===== src/rtl/audio_volume_ctrl.sv =====
// ---------------------------------------------------------------------------
// audio_volume_ctrl
//   Volume controller between the volume buttons/mute switch and the volume
//   port of note_gen. It keeps a user level, steps it with a geometric or a
//   linear law, auto-repeats while a button is held, and fades the applied
//   volume one unit per tick toward the target (0 when muted, else level).
//
// Ports
//   clk       in   1      system clock
//   rst       in   1      asynchronous, active-high reset
//   vol_up    in   1      volume-up button level (debounced, synchronous)
//   vol_down  in   1      volume-down button level (debounced, synchronous)
//   mute      in   1      mute switch level
//   level     out  VOL_W  stored user volume level (unaffected by mute)
//   vol_out   out  VOL_W  applied volume, drives note_gen
//   at_max    out  1      level is all ones
//   at_min    out  1      level is 1
//   fading    out  1      vol_out differs from the current target
//   state_dbg out  2      button FSM state (0 IDLE, 1 HOLD, 2 REPEAT)
//
// Button inputs are plain levels, not a valid/ready handshake: a request is
// "exactly one button high" and is sampled every clk cycle.
// ---------------------------------------------------------------------------
module audio_volume_ctrl #(
    parameter int VOL_W        = 5,
    parameter int VOL_INIT     = 7,
    parameter int LIN_MODE     = 0,
    parameter int STEP         = 1,
    parameter int TICK_DIV     = 20,
    parameter int HOLD_TICKS   = 16,
    parameter int REPEAT_TICKS = 4,
    parameter int FADE_EN      = 1
) (
    input  logic             clk,
    input  logic             rst,
    input  logic             vol_up,
    input  logic             vol_down,
    input  logic             mute,
    output logic [VOL_W-1:0] level,
    output logic [VOL_W-1:0] vol_out,
    output logic             at_max,
    output logic             at_min,
    output logic             fading,
    output logic [1:0]       state_dbg
);

    localparam int MAX_T = (HOLD_TICKS > REPEAT_TICKS) ? HOLD_TICKS : REPEAT_TICKS;
    localparam int CNT_W = $clog2(MAX_T + 1);

    localparam logic [CNT_W-1:0] HOLD_LAST   = CNT_W'(HOLD_TICKS - 1);
    localparam logic [CNT_W-1:0] REPEAT_LAST = CNT_W'(REPEAT_TICKS - 1);
    localparam logic [VOL_W-1:0] INIT_V      = VOL_W'(VOL_INIT);
    localparam logic [VOL_W:0]   ONES_W      = {1'b0, {VOL_W{1'b1}}};
    localparam logic [VOL_W:0]   STEP_W      = (VOL_W+1)'(STEP);

    typedef enum logic [1:0] {
        IDLE   = 2'd0,
        HOLD   = 2'd1,
        REPEAT = 2'd2
    } btn_state_t;

    btn_state_t         state;
    logic               dir_up;
    logic [CNT_W-1:0]   tick_count;
    logic [TICK_DIV-1:0] tick_cnt;
    logic               tick;
    logic               req;
    logic               abort;
    logic [VOL_W-1:0]   target;

    // One saturating step of the level; math is one bit wider so an
    // overflow or underflow is visible before clamping into 1..all-ones.
    function automatic logic [VOL_W-1:0] step_vol(input logic [VOL_W-1:0] v,
                                                  input logic up);
        logic [VOL_W:0] w;
        w = '0;
        if (LIN_MODE == 0) begin
            if (up) begin
                w = {v, 1'b1};
                if (w > ONES_W) w = ONES_W;
            end else begin
                w = {2'b00, v[VOL_W-1:1]};
                if (w == '0) w = (VOL_W+1)'(1);
            end
        end else begin
            if (up) begin
                w = {1'b0, v} + STEP_W;
                if (w > ONES_W) w = ONES_W;
            end else if ({1'b0, v} > STEP_W) begin
                w = {1'b0, v} - STEP_W;
            end else begin
                w = (VOL_W+1)'(1);
            end
        end
        return w[VOL_W-1:0];
    endfunction

    // Free-running tick prescaler: tick fires when the counter is all ones.
    always_ff @(posedge clk or posedge rst) begin
        if (rst) tick_cnt <= '0;
        else     tick_cnt <= tick_cnt + 1'b1;
    end

    assign tick   = &tick_cnt;
    assign req    = vol_up ^ vol_down;
    assign target = mute ? '0 : level;

    // Leave HOLD/REPEAT when the latched button is released, the opposite
    // one is pressed (this also covers both high), or mute is asserted.
    assign abort = mute || (dir_up ? (!vol_up || vol_down) : (!vol_down || vol_up));

    always_ff @(posedge clk or posedge rst) begin
        if (rst) begin
            state      <= IDLE;
            level      <= INIT_V;
            dir_up     <= 1'b0;
            tick_count <= '0;
        end else begin
            case (state)
                IDLE: begin
                    if (req && !mute) begin
                        level      <= step_vol(level, vol_up);
                        dir_up     <= vol_up;
                        tick_count <= '0;
                        state      <= HOLD;
                    end
                end
                HOLD: begin
                    if (abort) begin
                        state <= IDLE;
                    end else if (tick) begin
                        if (tick_count == HOLD_LAST) begin
                            level      <= step_vol(level, dir_up);
                            tick_count <= '0;
                            state      <= REPEAT;
                        end else begin
                            tick_count <= tick_count + 1'b1;
                        end
                    end
                end
                REPEAT: begin
                    if (abort) begin
                        state <= IDLE;
                    end else if (tick) begin
                        if (tick_count == REPEAT_LAST) begin
                            level      <= step_vol(level, dir_up);
                            tick_count <= '0;
                        end else begin
                            tick_count <= tick_count + 1'b1;
                        end
                    end
                end
                default: state <= IDLE;
            endcase
        end
    end

    // Applied volume: a one-unit-per-tick ramp always heads toward the
    // current target, so a target change mid-fade simply redirects it.
    always_ff @(posedge clk or posedge rst) begin
        if (rst) begin
            vol_out <= INIT_V;
        end else if (FADE_EN != 0) begin
            if (tick) begin
                if (vol_out < target)      vol_out <= vol_out + 1'b1;
                else if (vol_out > target) vol_out <= vol_out - 1'b1;
            end
        end else begin
            vol_out <= target;
        end
    end

    assign at_max    = &level;
    assign at_min    = (level == VOL_W'(1));
    assign fading    = (vol_out != target);
    assign state_dbg = state;

endmodule


===== config.mk =====
export PLATFORM = sky130hd
export DESIGN_NAME = audio_volume_ctrl
export DESIGN_NICKNAME = d
export VERILOG_FILES = /design/src/rtl/audio_volume_ctrl.sv
export SDC_FILE = /design/constraint.sdc
export NUM_CORES = 1
export LEC_CHECK = 0
export ABC_AREA = 1
export CORE_MARGIN = 10
export CORE_UTILIZATION = 58
export DETAILED_ROUTE_END_ITERATION = 16
export PLACE_DENSITY_LB_ADDON = 0.25
export SLEW_MARGIN = 30
export SYNTH_ARGS = -nofsm -noshare
export SYNTH_HDL_FRONTEND = slang
export SYNTH_SLANG_ARGS = --single-unit

===== constraint.sdc =====
create_clock -name clk -period 2.6 [get_ports clk]
set_input_delay 0.39 -clock clk [delete_from_list [all_inputs] [get_ports clk]]
set_output_delay 0.39 -clock clk [all_outputs]
set_load 0.1 [all_outputs]

======== Word level (Yosys, flattened, before mapping) ========
Cells that the tools add are included.
operators by class
  add/sub/neg operators ................... 4
  multipliers ............................. 0
  divide/modulo/power cells ............... 0
  magnitude comparators ................... 3
  equality and inequality tests ........... 16
  shift operators ......................... 0
  mux-type cells .......................... 30
  bitwise gates (word level) .............. 1
  reductions and logical operators ........ 18
operator list
  cell                                                                              count
  5-bit two-way mux                                                                 20
  5-bit case mux with 3 select lines                                                2
  21-bit AND reduction                                                              1
  20-bit by 1-bit adder with 20-bit output (second input constant)                  1
  20-bit AND reduction                                                              1
  2-bit inequality test (second input constant)                                     8
  5-bit by 1-bit adder with 5-bit output (second input constant)                    2
  2-bit two-way mux                                                                 5
  8-bit AND reduction                                                               1
  6-bit by 5-bit greater-than comparator with 1-bit output (second input constant)  1
  3-bit inequality test (second input constant)                                     2
  2-bit case mux with 3 select lines                                                1
  6-bit AND reduction                                                               1
  5-bit by 1-bit equality test with 1-bit output (second input constant)            1
  5-bit by 2-bit equality test with 1-bit output (second input constant)            1
  5-bit by 4-bit equality test with 1-bit output (second input constant)            1
  5-bit greater-than comparator                                                     1
  5-bit < comparator                                                                1
  5-bit inequality test                                                             1
  5-bit AND reduction                                                               1
  5-bit by 1-bit subtractor with 5-bit output (second input constant)               1
  4-bit logical NOT                                                                 1
  4-bit two-way mux                                                                 1
  4-bit AND reduction                                                               1
  other kinds (11)                                                                  15
word-level totals
  register bits ........................... 38
  bits in latches ......................... 0
  bits in writable memories ............... 0
  memory bits (read-only) ................. 0
  bits of input ports ..................... 5
  output and inout port bits .............. 15
  memories ................................ 0

======== Depth between registers and ports, before layout ========
  depth in word-level cells ............... 7
  mapped depth ............................ 17
  mapped depth without buffers ............ 17

======== Worst setup path after synthesis ========
OpenSTA, ideal clock, no wires.
  path kind ............................... reg-to-output
  from .................................... register level[0]
  to ...................................... output port at_min
  arrival time ............................ 3.861 ns
  data required time ...................... 2.210 ns
  slack ................................... -1.651 ns
  cell stages (with the launch flop) ...... 3
  cells stage by stage .................... dfstp_2 inv_1 nor4_1
between the ends
  longest elaborated chain between the ends .. 1
ends and longest elaborated chain
  item                                            RTL line  source
  start: declaration                              39        output logic [VOL_W-1:0] level,
  start signal: assignment                        122       level <= step_vol(level, vol_up);
  start signal: assignment                        133       level <= step_vol(level, dir_up);
  start signal: assignment                        146       level <= step_vol(level, dir_up);
  5-bit by 1-bit equality test with 1-bit output  174       assign at_min = (level == VOL_W'(1));
  end: declaration                                42        output logic at_min,
No other way between the ends.

======== Worst setup path after layout ========
  from .................................... input port mute
  to ...................................... register vol_out[4]
between the ends
  longest elaborated chain between the ends .. 4
  elaborated cells on any way between the ends .. 6
  classes of those cells .................. 2 x order compare; 2 x mux; 2 x reduce/logical
ends and longest elaborated chain
  item                                                                        RTL line  source
  start: declaration                                                          38        input logic mute,
  5-bit two-way mux *                                                         106       assign target = mute ? '0 : level;
  5-bit < comparator / 5-bit greater-than comparator (equally long branches)  165, 166
  2-bit nonzero test (no line)                                                -
  21-bit AND reduction (no line)                                              -
  end signal: assignment                                                      165       if (vol_out < target) vol_out <= vol_out + 1'b1;
  end signal: assignment                                                      166       else if (vol_out > target) vol_out <= vol_out - 1'b1;
  end signal: assignment                                                      169       vol_out <= target;
  end: declaration                                                            40        output logic [VOL_W-1:0] vol_out,
Mark *: on every way between the ends. The rest lies on a longest branch, timed or not.
A chain may end at the register's enable or synchronous reset.

==> metrics <==
worst-margin pin slew=0.498 ns; fin. max-slew vios=0; clk_lat worst skew=0.29 ns; CP cell instances=clkdlybuf4s50_1 > inv_2 > nand2_1 > ha_1 > a21oi_1 > nand3_4 > fa_2 > a21oi_2 > inv_1 > nand2_1 > nand2_1 > o21bai_2 > nand2_1; cell mode on critical path=nand2_1; Final Util=73.1%; Post-Syn Area=0.00243 mm²; largest area contributor in the netlist=dfrtp_1; status=finished, final reports clean; initial antenna violation count=0; EDFF count, synth=0; Area Overhead vs Synth=21.2%; IO Pins=20; worst-path fanout max=5; core area=0.00403 mm²; Initial Utilization=60.3%; CTS clk-pin slew, worst paths=0.08 ns; DRC violations left=0; Hold WS=0.415 ns; worst path bufs/invs=3; vias in the first global route=2160; minimum clock period=2.54 ns; Post-CTS Setup Bufs=0; most common cell in the netlist=nand2_1; Die Width=84.7 µm; critical path arrival=2.73 ns; layout cells sized above 1=22.1%; Yosys warnings=0; CP Capture Type=register; syn avg cell area=7.97 µm²; Slowest cell on crit path=clkdlybuf4s50_1; antenna-violating nets left=0; Max rail drop VDD=1.17 mV; Net Count, Synth=329; WL final=5210 µm; Max Cap Viol=0; critical path type=primary input to register; final hold viol count=0; CTS Buffer Depth=2; vias per cell=5.14; Seq/Total Area, Yosys=39.4%; grt total ovfl=0; Fillers=320; Std-Cell Rows=23; clk_skew=0.00702 ns; DR WL/cell=13.2 µm; H-Tree Level Count=2; Hold-fix buffers, CTS=0; post-synth top area share=32.9%; first-pass GRT wire length=9340 µm; Max-slew headroom=66.8%; Die Ht=84.7 µm; All-Layer GR Usage=15.3%; die area=0.00718 mm²; CTS Buf Count=5; TritonCTS clock tree=yes; clock root cell=clkbuf_8; most common flop cell mapped by yosys=dfrtp_1; Req. time, crit path=2.79 ns; Inserted Diodes=0; setup TNS=0 ns; Placer Congestion=0.827; synth top area cells=dfrtp_1, nand2_1, ha_1; pwr dens=874 mW/mm²; Min-Delay Path Class=primary input to async pin; Top delay family on crit path=adder cells; synthesized instance count=305; fraction of registers with async set or reset after synthesis=100%; Leak=1.50 nW; Total Nets Final=367; pin count of the biggest net entering global routing=15; TritonRoute pass-1 iters=4; First DRT Iteration DRCs=81; non-filler cells, final=394; Placed Cells=386; DP HPWL=3930 µm; Startpoint Class=primary input; clk sinks=38; post-synth cell types=27; crit-path max cell delay=0.46 ns; FF+latch count, synth=38; total number of vias=2025; overall power=0.00258 W; Post-synth top cells=nand2_1, inv_1, dfrtp_1, nor2_1, nand3_1; Max Clk Rate=394 MHz; PortBufs=19; Final Setup Violations=0; final worst-path cycle share=97.7%
## final cells by class
class | count | area (µm²) | share of cell area, %
Clock buffer | 5 | 68.8 | 2.34
Clock inverter | 3 | 40.0 | 1.36
Inverter | 46 | 173 | 5.86
Timing Repair Buffer | 31 | 255 | 8.66
Tap cell | 50 | 62.6 | 2.12
Multi-Input combinational cell | 221 | 1370 | 46.6
Sequential cell | 38 | 975 | 33.1
## worst register-to-register path, cell delays in order (launching register included)
cell and delay (ns):
dfstp_4 0.66, nand2_1 0.07, ha_1 0.29, nand2_1 0.06, nand2_1 0.05, nand2_1 0.12
nand3_4 0.14, fa_2 0.40, a21oi_2 0.19, inv_1 0.07, nand2_1 0.06, nand2_1 0.08
o21bai_2 0.13, nand2_1 0.05
## cells in the final DEF (no fill, tap or decap), types with 2 or more instances in the layout
master,Yosys,layout
a21oi_1,4,3
buf_4,0,26
clkbuf_8,0,5
clkdlybuf4s50_1,0,4
clkinv_2,0,2
dfrtp_1,32,28
dfrtp_2,0,4
dfstp_2,6,3
dfstp_4,0,3
ha_1,18,16
ha_4,0,2
inv_1,46,45
nand2_1,82,81
nand2_2,3,4
nand3_1,21,20
nand3_2,4,4
nand4_1,3,3
nor2_1,27,27
nor2_2,4,4
nor2_4,4,4
nor3_1,5,4
o21ai_0,8,8
o21ai_1,7,7
o21ai_2,3,3
xnor2_1,9,9
xor2_1,11,11
## routing by layer
layer  GRT usage (%)  part of all wire, %
met2            26.2                   50
met3            2.90                  2.7
met1            17.9                   45
met4            7.34                  2.1
met5               0                    0
## sequential cells by signal (all words and copies together), names as in the netlist
name / flops
level: 5
vol_out: 5
tick_count: 5
state_dbg: 2
tick_cnt: 20
dir_up: 1
## metrics by stage
stage	cell area (µm²)	setup slack, ns
floorplan	2480	0.00137
global placement	2790	-0.197
detailed placement	2790	-0.364
CTS	2920	0.0271
global route	2950	-0.0738
finish	2950	0.0592
## report_power, final
group          leakage (nW)  internal, W  switching [W]  total [W]
registers             0.477     0.000696       0.000104   0.000800
clock network        0.0579     0.000282       0.000218   0.000501
logic                 0.964     0.000353       0.000922    0.00128
## path summary, 6_finish.rpt
check,from,to,slack [ns],depth (start not counted)
worst max-delay path,mute,vol_out[4],0.06,13
worst min-delay path,rst,level[3],0.42,2
worst max register to register,level[2],vol_out[4],0.13,13
worst min register to register,tick_cnt[17],tick_cnt[17],0.48,1
max in group asynchronous,rst,vol_out[1],1.55,3
min in group clk,tick_cnt[17],tick_cnt[17],0.48,1
## kinds of logic (layout without fill, tap and decap cells)
kind of cell             count (synthesis)  after routing  synth area share [%]
AO/OA/AOI/OAI                           24             24                  5.76
XOR/XNOR                                20             20                  7.21
adder cells (fa/ha/maj)                 19             19                  10.1
buffers and inverters                   46             85                  7.10
flip-flops                              38             38                  39.4
AND/OR/NAND/NOR                        158            158                  30.4
## timing repair
item	4_1_cts	5_1_grt
setup endpoints to repair	1	2
pin swaps	0	0
gates resized for setup	2	5
(Power assumes the default switching activity.)
